`src/rtl/uart_pkg.sv`:
```
// rtl/uart_pkg.sv - shared UART types and constants; PARITY state exists only with UART_TX_PARITY_EN
package uart_pkg;

`ifdef UART_TX_PARITY_EN
    typedef enum logic [2:0] {
        ST_IDLE,
        ST_START,
        ST_DATA,
        ST_PARITY,
        ST_STOP
    } uart_state_e;
`else
    typedef enum logic [2:0] {
        ST_IDLE,
        ST_START,
        ST_DATA,
        ST_STOP
    } uart_state_e;
`endif

    // 100 MHz / 9600 baud, rounded to the nearest whole cycle
    localparam int UART_CLK_DIV_100M_9600 = 10417;

    localparam int UART_PARITY_EVEN = 0;
    localparam int UART_PARITY_ODD  = 1;

    // Narrower words are zero-extended, which leaves the XOR unchanged
    function automatic logic uart_parity(input logic [7:0] data, input logic odd);
        return (^data) ^ odd;
    endfunction

endpackage

```
`src/rtl/uart_fifo.sv`:
```
// rtl/uart_fifo.sv - synchronous single-clock FIFO with push/pop/count, shared by TX and a future RX
module uart_fifo #(
    parameter int WIDTH = 8,
    parameter int DEPTH = 16
) (
    input  logic                     clk,
    input  logic                     reset,
    input  logic                     push_i,
    input  logic [WIDTH-1:0]         push_data_i,
    input  logic                     pop_i,
    output logic [WIDTH-1:0]         pop_data_o,
    output logic [$clog2(DEPTH):0]   count_o,
    output logic                     full_o,
    output logic                     empty_o
);
    localparam int AW = $clog2(DEPTH);
    localparam logic [AW:0] FULL_COUNT = DEPTH[AW:0];

    logic [WIDTH-1:0] mem_q [DEPTH];
    logic [AW-1:0]    wr_ptr_q;
    logic [AW-1:0]    rd_ptr_q;
    logic [AW:0]      count_q;
    logic             do_push;
    logic             do_pop;

    // Full is judged on the registered count, so a pop in the same cycle never frees a slot early
    assign full_o     = (count_q == FULL_COUNT);
    assign empty_o    = (count_q == '0);
    assign do_push    = push_i && !full_o;
    assign do_pop     = pop_i && !empty_o;
    assign pop_data_o = mem_q[rd_ptr_q];
    assign count_o    = count_q;

    // Storage is not reset; the pointers alone decide what is valid
    always_ff @(posedge clk) begin
        if (do_push) begin
            mem_q[wr_ptr_q] <= push_data_i;
        end
    end

    // Pointers wrap naturally at the power-of-two depth; count tracks net occupancy
    always_ff @(posedge clk) begin
        if (reset) begin
            wr_ptr_q <= '0;
            rd_ptr_q <= '0;
            count_q  <= '0;
        end else begin
            if (do_push) begin
                wr_ptr_q <= wr_ptr_q + AW'(1);
            end
            if (do_pop) begin
                rd_ptr_q <= rd_ptr_q + AW'(1);
            end
            case ({do_push, do_pop})
                2'b10:   count_q <= count_q + (AW + 1)'(1);
                2'b01:   count_q <= count_q - (AW + 1)'(1);
                default: count_q <= count_q;
            endcase
        end
    end

endmodule

```
`src/rtl/uart_tx.sv`:
```
// rtl/uart_tx.sv - buffered UART transmitter; optional parity bit when UART_TX_PARITY_EN is defined
module uart_tx
    import uart_pkg::*;
#(
    parameter int CLK_DIV    = UART_CLK_DIV_100M_9600,
    parameter int DATA_BITS  = 8,
    parameter int STOP_BITS  = 1,
    parameter int FIFO_DEPTH = 16,
    parameter int PARITY_ODD = UART_PARITY_EVEN
) (
    input  logic                          clk,
    input  logic                          reset,
    input  logic [DATA_BITS-1:0]          s_data,
    input  logic                          s_valid,
    output logic                          s_ready,
    output logic                          uart_rxd_out,
    output logic                          busy,
    output logic [$clog2(FIFO_DEPTH):0]   fifo_count
);
    localparam logic [15:0] BIT_LAST  = 16'(CLK_DIV - 1);
    localparam logic [2:0]  DATA_LAST = 3'(DATA_BITS - 1);
    localparam logic [2:0]  STOP_LAST = 3'(STOP_BITS - 1);

    if (CLK_DIV < 2 || CLK_DIV > 65535) begin : g_bad_clk_div
        $error("uart_tx: CLK_DIV must be 2..65535");
    end
    if (DATA_BITS < 5 || DATA_BITS > 8) begin : g_bad_data_bits
        $error("uart_tx: DATA_BITS must be 5..8");
    end
    if (STOP_BITS != 1 && STOP_BITS != 2) begin : g_bad_stop_bits
        $error("uart_tx: STOP_BITS must be 1 or 2");
    end
    if (FIFO_DEPTH < 2 || (FIFO_DEPTH & (FIFO_DEPTH - 1)) != 0) begin : g_bad_depth
        $error("uart_tx: FIFO_DEPTH must be a power of two >= 2");
    end
    if (PARITY_ODD != 0 && PARITY_ODD != 1) begin : g_bad_parity
        $error("uart_tx: PARITY_ODD must be 0 or 1");
    end

    logic                 fifo_pop;
    logic                 fifo_empty;
    logic                 fifo_full;
    logic [DATA_BITS-1:0] fifo_rdata;

    uart_fifo #(
        .WIDTH (DATA_BITS),
        .DEPTH (FIFO_DEPTH)
    ) u_fifo (
        .clk         (clk),
        .reset       (reset),
        .push_i      (s_valid),
        .push_data_i (s_data),
        .pop_i       (fifo_pop),
        .pop_data_o  (fifo_rdata),
        .count_o     (fifo_count),
        .full_o      (fifo_full),
        .empty_o     (fifo_empty)
    );

    assign s_ready = !fifo_full;

    uart_state_e          state_q, state_d;
    logic [15:0]          timer_q, timer_d;
    logic [2:0]           bit_q, bit_d;
    logic [DATA_BITS-1:0] shift_q, shift_d;
    logic                 tx_q, tx_d;
    logic                 bit_end;
`ifdef UART_TX_PARITY_EN
    logic                 par_q, par_d;
`endif

    // Frame state, bit timer, shifter and the registered line driver
    always_ff @(posedge clk) begin
        if (reset) begin
            state_q <= ST_IDLE;
            timer_q <= '0;
            bit_q   <= '0;
            shift_q <= '0;
            tx_q    <= 1'b1;
`ifdef UART_TX_PARITY_EN
            par_q   <= 1'b0;
`endif
        end else begin
            state_q <= state_d;
            timer_q <= timer_d;
            bit_q   <= bit_d;
            shift_q <= shift_d;
            tx_q    <= tx_d;
`ifdef UART_TX_PARITY_EN
            par_q   <= par_d;
`endif
        end
    end

    // Next-state logic; the line value is computed from the next state so it lines up with state_q
    always_comb begin
        state_d  = state_q;
        bit_d    = bit_q;
        shift_d  = shift_q;
        fifo_pop = 1'b0;
        tx_d     = 1'b1;
`ifdef UART_TX_PARITY_EN
        par_d    = par_q;
`endif
        bit_end  = (timer_q == BIT_LAST);
        timer_d  = bit_end ? '0 : timer_q + 16'd1;

        unique case (state_q)
            ST_IDLE: begin
                timer_d = '0;
                if (!fifo_empty) begin
                    fifo_pop = 1'b1;
                    state_d  = ST_START;
                end
            end
            ST_START: begin
                if (bit_end) begin
                    state_d = ST_DATA;
                    bit_d   = '0;
                end
            end
            ST_DATA: begin
                if (bit_end) begin
                    shift_d = shift_q >> 1;
                    if (bit_q == DATA_LAST) begin
                        bit_d = '0;
`ifdef UART_TX_PARITY_EN
                        state_d = ST_PARITY;
`else
                        state_d = ST_STOP;
`endif
                    end else begin
                        bit_d = bit_q + 3'd1;
                    end
                end
            end
`ifdef UART_TX_PARITY_EN
            ST_PARITY: begin
                if (bit_end) begin
                    state_d = ST_STOP;
                    bit_d   = '0;
                end
            end
`endif
            ST_STOP: begin
                if (bit_end) begin
                    if (bit_q == STOP_LAST) begin
                        bit_d = '0;
                        // Chain straight into the next start bit when a word is waiting
                        if (!fifo_empty) begin
                            fifo_pop = 1'b1;
                            state_d  = ST_START;
                        end else begin
                            state_d  = ST_IDLE;
                        end
                    end else begin
                        bit_d = bit_q + 3'd1;
                    end
                end
            end
            default: begin
                state_d = ST_IDLE;
                timer_d = '0;
            end
        endcase

        if (fifo_pop) begin
            shift_d = fifo_rdata;
`ifdef UART_TX_PARITY_EN
            par_d   = uart_parity(8'(fifo_rdata), PARITY_ODD[0]);
`endif
        end

        case (state_d)
            ST_START:  tx_d = 1'b0;
            ST_DATA:   tx_d = shift_d[0];
`ifdef UART_TX_PARITY_EN
            ST_PARITY: tx_d = par_d;
`endif
            default:   tx_d = 1'b1;
        endcase
    end

    assign uart_rxd_out = tx_q;
    assign busy         = (state_q != ST_IDLE);

endmodule

```
`config.mk`:
```
export PLATFORM = sky130hd
export DESIGN_NAME = uart_tx
export DESIGN_NICKNAME = d
export VERILOG_FILES = /design/src/rtl/uart_pkg.sv /design/src/rtl/uart_fifo.sv /design/src/rtl/uart_tx.sv
export SDC_FILE = /design/constraint.sdc
export NUM_CORES = 1
export LEC_CHECK = 0
export BUFFER_PORTS_ARGS = -buffer_cell sky130_fd_sc_hd__buf_2
export CAP_MARGIN = 20
export CELL_PAD_IN_SITES_DETAIL_PLACEMENT = 0
export CELL_PAD_IN_SITES_GLOBAL_PLACEMENT = 1
export CORE_ASPECT_RATIO = 1.2
export CORE_MARGIN = 5
export CORE_UTILIZATION = 40
export CTS_CLUSTER_DIAMETER = 50
export DETAILED_ROUTE_END_ITERATION = 7
export HOLD_SLACK_MARGIN = 0.1
export PLACE_DENSITY_LB_ADDON = 0.1
export SLEW_MARGIN = 20
export SYNTH_ARGS = -nofsm -noshare
export SYNTH_HDL_FRONTEND = slang
export SYNTH_HIERARCHICAL = 1
export SYNTH_SLANG_ARGS = --single-unit
```
`constraint.sdc`:
```
create_clock -name clk -period 3.23 [get_ports clk]
set_input_delay 0.969 -clock clk [delete_from_list [all_inputs] [get_ports clk]]
set_output_delay 0.969 -clock clk [all_outputs]
set_load 0.1 [all_outputs]
```
==> flow_summary.toml <==
[die]
die_y_um = 160
core_area_um2 = 18200
num_io_pins = 19
die_w_um = 135
die-area_um2 = 21500
start_util = 0.409
placementRows = 54

[pwr]
power_frac_comb = 0.223
vdd_drop_max_v = 0.000439
seq_power_share = 0.444
switchingPower_mw = 1.84
p_leak_nw = 2.87
power.density_nw_per_um2 = 709
finalPower_mw = 6.03
p_sw_frac = 0.304
p_int_mw = 4.20
clkPwrFrac = 0.333

[route]
routed_wl_mm = 14.8
routedWlPerCell_um = 19.1
via_per_inst = 5.39
drc = 0
ant_nets = 0
drtPass1Iterations = 4
drtIter0Drc = 256
vias = 4199

[synthesis]
synth.top_cell.area_share = 0.516
synth_edf_count = 128
synth_cell_types = 68
synth-main-ff-cell = "edfxtp_1"
yosysSeqAreaShare = 0.644
synth_area_leaders = "edfxtp_1, dfxtp_1, mux4_2"
synthesis.area_um2 = 7460
synth_fp_nets = 529
async_flop_share = 0
synth_area_leader_cell = "edfxtp_1"
yosys_register_bits = 176
yosysWarnings = 6
netlist_instances = 505
syn_avg_cell_area_um2 = 14.8

[final_layout]
area_growth_pct = 14.2
nFillCells = 1627
antenna_cells = 0
layout.nets = 566
layout-drive-gt1-share = 0.240

[global_route]
grt_pass1_wl_mm = 23.7
antenna_found_initial = 0
grt_max_degree = 33
track_usage = 0.145
grt_pass1_vias = 4399
overflow = 0

[clock_network]
ctsHtreeMaxLevel = 4
cts_setup_buffers = 0
clockRootBuffer = "clkbuf_16"
worst_skew_pair.late_latency_ns = 0.43
clk_pin_slew_ns = 0.07
cts_buffer_depth = 2
clock_sinks = 176
cts_buffers = 17
cts_tree = "yes"

[sta]
layout_setup_ws_ns = 0.262
drv_slew = 0
hold_slack_ns = 0.482
hold_violations = 0
clock.fmax_mhz = 337
finalSetupViolCount = 0
slew_headroom = 0.446
fin_tns_setup_ns = 0
rsz0062_at_grt = "false"
post-route-period-util = 0.919
worst_slew_pin_slew_ns = 0.829
clock_skew_ns = 0.00777
fin_crit_ns = 2.97

[critical_path]
cp.arrival_ns = 3.26
crit_fanout = 6
worstPathRequired_ns = 3.52
cp-end-kind = "flip-flop"
start_kind = "flip-flop"
setup.worst_path.class = "reg -> reg"

[placement]
place_hpwl_mm = 9.98
gp_congestion = 0.755
portBuffers = 18
pre_cts_ws_ns = 0.158

[run]
maxCapViolCount = 0

[worst_hold_path]
holdCritPathClass = "reg -> reg"

[status]
status = "finished clean"
==> power groups by stage <==
| stage | Clock [mW] | Combinational, mW | Sequential, mW |
|---|---|---|---|
| after floorplan | 0 | 0.947 | 2.81 |
| after global placement | 0 | 1.35 | 2.73 |
| after detailed placement | 0 | 1.36 | 2.74 |
| after CTS | 2.07 | 1.36 | 2.69 |
| after global routing | 2.18 | 1.46 | 2.70 |
| final | 2.01 | 1.35 | 2.68 |
==> synth_stat cells, drive strengths merged, types with 2 or more instances <==
cell and number:
or3 6, and4bb 3, o21a 6, nand2 25, inv 14, nand3b 3, mux4 32, ha 13
and4 2, nor4 4, o21ai 4, dfxtp 48, nand2b 6, and2 3, buf 12, and3 3
mux2i 11, xnor2 7, nor2b 6, nand3 9, xor2 12, nor3 17, or4 2, o22ai 2
edfxtp 128, a211oi 8, nor2 48, a22oi 17, nor3b 2, o2111ai 2, o211ai 4, a21o 2
a21oi 8, nand4 3, clkbuf 15
==> stage by stage <==
step                      area (µm²)  std cells  utilization
after CTS                       8500        779        0.466
final                           8520        779        0.467
after detailed placement        7920        747        0.434
after floorplan                 7480        505            -
after global placement          7920        747        0.434
after global routing            8520        779        0.467
==> placed cells by master, fill, tap and decap left out, types with 14 or more instances in the layout <==
| cell | synthesis | layout |
|---|---|---|
| dfxtp_1 | 48 | 42 |
| a22oi_1 | 17 | 17 |
| inv_1 | 14 | 14 |
| edfxtp_1 | 128 | 128 |
| clkbuf_16 | 0 | 17 |
| nand2_1 | 25 | 25 |
| buf_2 | 7 | 18 |
| buf_4 | 0 | 27 |
| nor2_1 | 48 | 48 |
| nor3_1 | 16 | 16 |
| mux4_2 | 32 | 32 |
==> flip-flops by register name, indices dropped and copies added (netlist names), named ones only <==
| signal | count |
|---|---|
| u_fifo/rd_ptr_q | 4 |
| u_fifo/mem_q | 128 |
| uart_rxd_out | 1 |
| bit_q | 3 |
| u_fifo/wr_ptr_q | 4 |
| timer_q | 16 |
| u_fifo/count_o | 5 |
| shift_q | 8 |
| state_q | 3 |
==> cell families (layout without fill, tap and decap cells) <==
logic type	after synthesis	count (layout)	synth area share
adder cells (fa/ha/maj)	13	13	0.0218
flip-flops	176	176	0.644
XOR/XNOR	19	19	0.0223
other	1	1	0.000503
AO/OA/AOI/OAI	62	62	0.0653
multiplexers	43	43	0.111
buffers and inverters	42	92	0.0243
AND/OR/NAND/NOR	149	149	0.110
==> critical path, stage by stage, from the launching register on <==
cell and delay [ns]:
dfxtp_1 0.35, inv_1 0.07, ha_1 0.14, nor3b_4 0.25, nand4_4 0.12, o21a_1 0.23, or2_0 0.22, inv_1 0.15
o21ai_4 0.10, inv_1 0.07, ha_2 0.23, xor2_1 0.17, ha_2 0.24, nand2_1 0.08, o21ai_2 0.15, nor3_1 0.07
nand4bb_1 0.18
==> layout make-up <==
type / instances / area, µm² / share of cell area
Inverter: 15 / 56.3 / 0.00661
Clock buffer: 18 / 429 / 0.0504
Multi-Input combinational cell: 287 / 2490 / 0.293
Sequential cell: 176 / 4810 / 0.565
Tap cell: 224 / 280 / 0.0329
Timing Repair Buffer: 45 / 293 / 0.0344
Clock inverter: 14 / 148 / 0.0173
==> timing repair <==
item                                    CTS  global route
hold buffers                              0             0
endpoints found under the setup margin    0             1
resized for setup                         0             4
==> per-layer routing <==
| layer | track usage | up-vias | part of all wire |
|---|---|---|---|
| met5 | 0 | - | 0 |
| met1 | 0.187 | 2128 | 0.45 |
| met4 | 0.0542 | 0 | 0.018 |
| met3 | 0.0316 | 19 | 0.026 |
| li1 | - | 1999 | - |
| met2 | 0.240 | 53 | 0.51 |
==> path summary, 6_finish.rpt <==
check / from / end / slack [ns] / cells after the start
setup / recovery: timer_q[0] / u_fifo/count_o[4] / 0.26 / 16
hold reg to reg: timer_q[0] / timer_q[0] / 0.48 / 1
hold / removal: timer_q[0] / timer_q[0] / 0.48 / 1
setup reg to reg: timer_q[0] / u_fifo/count_o[4] / 0.26 / 16
(Power assumes the default switching activity.)
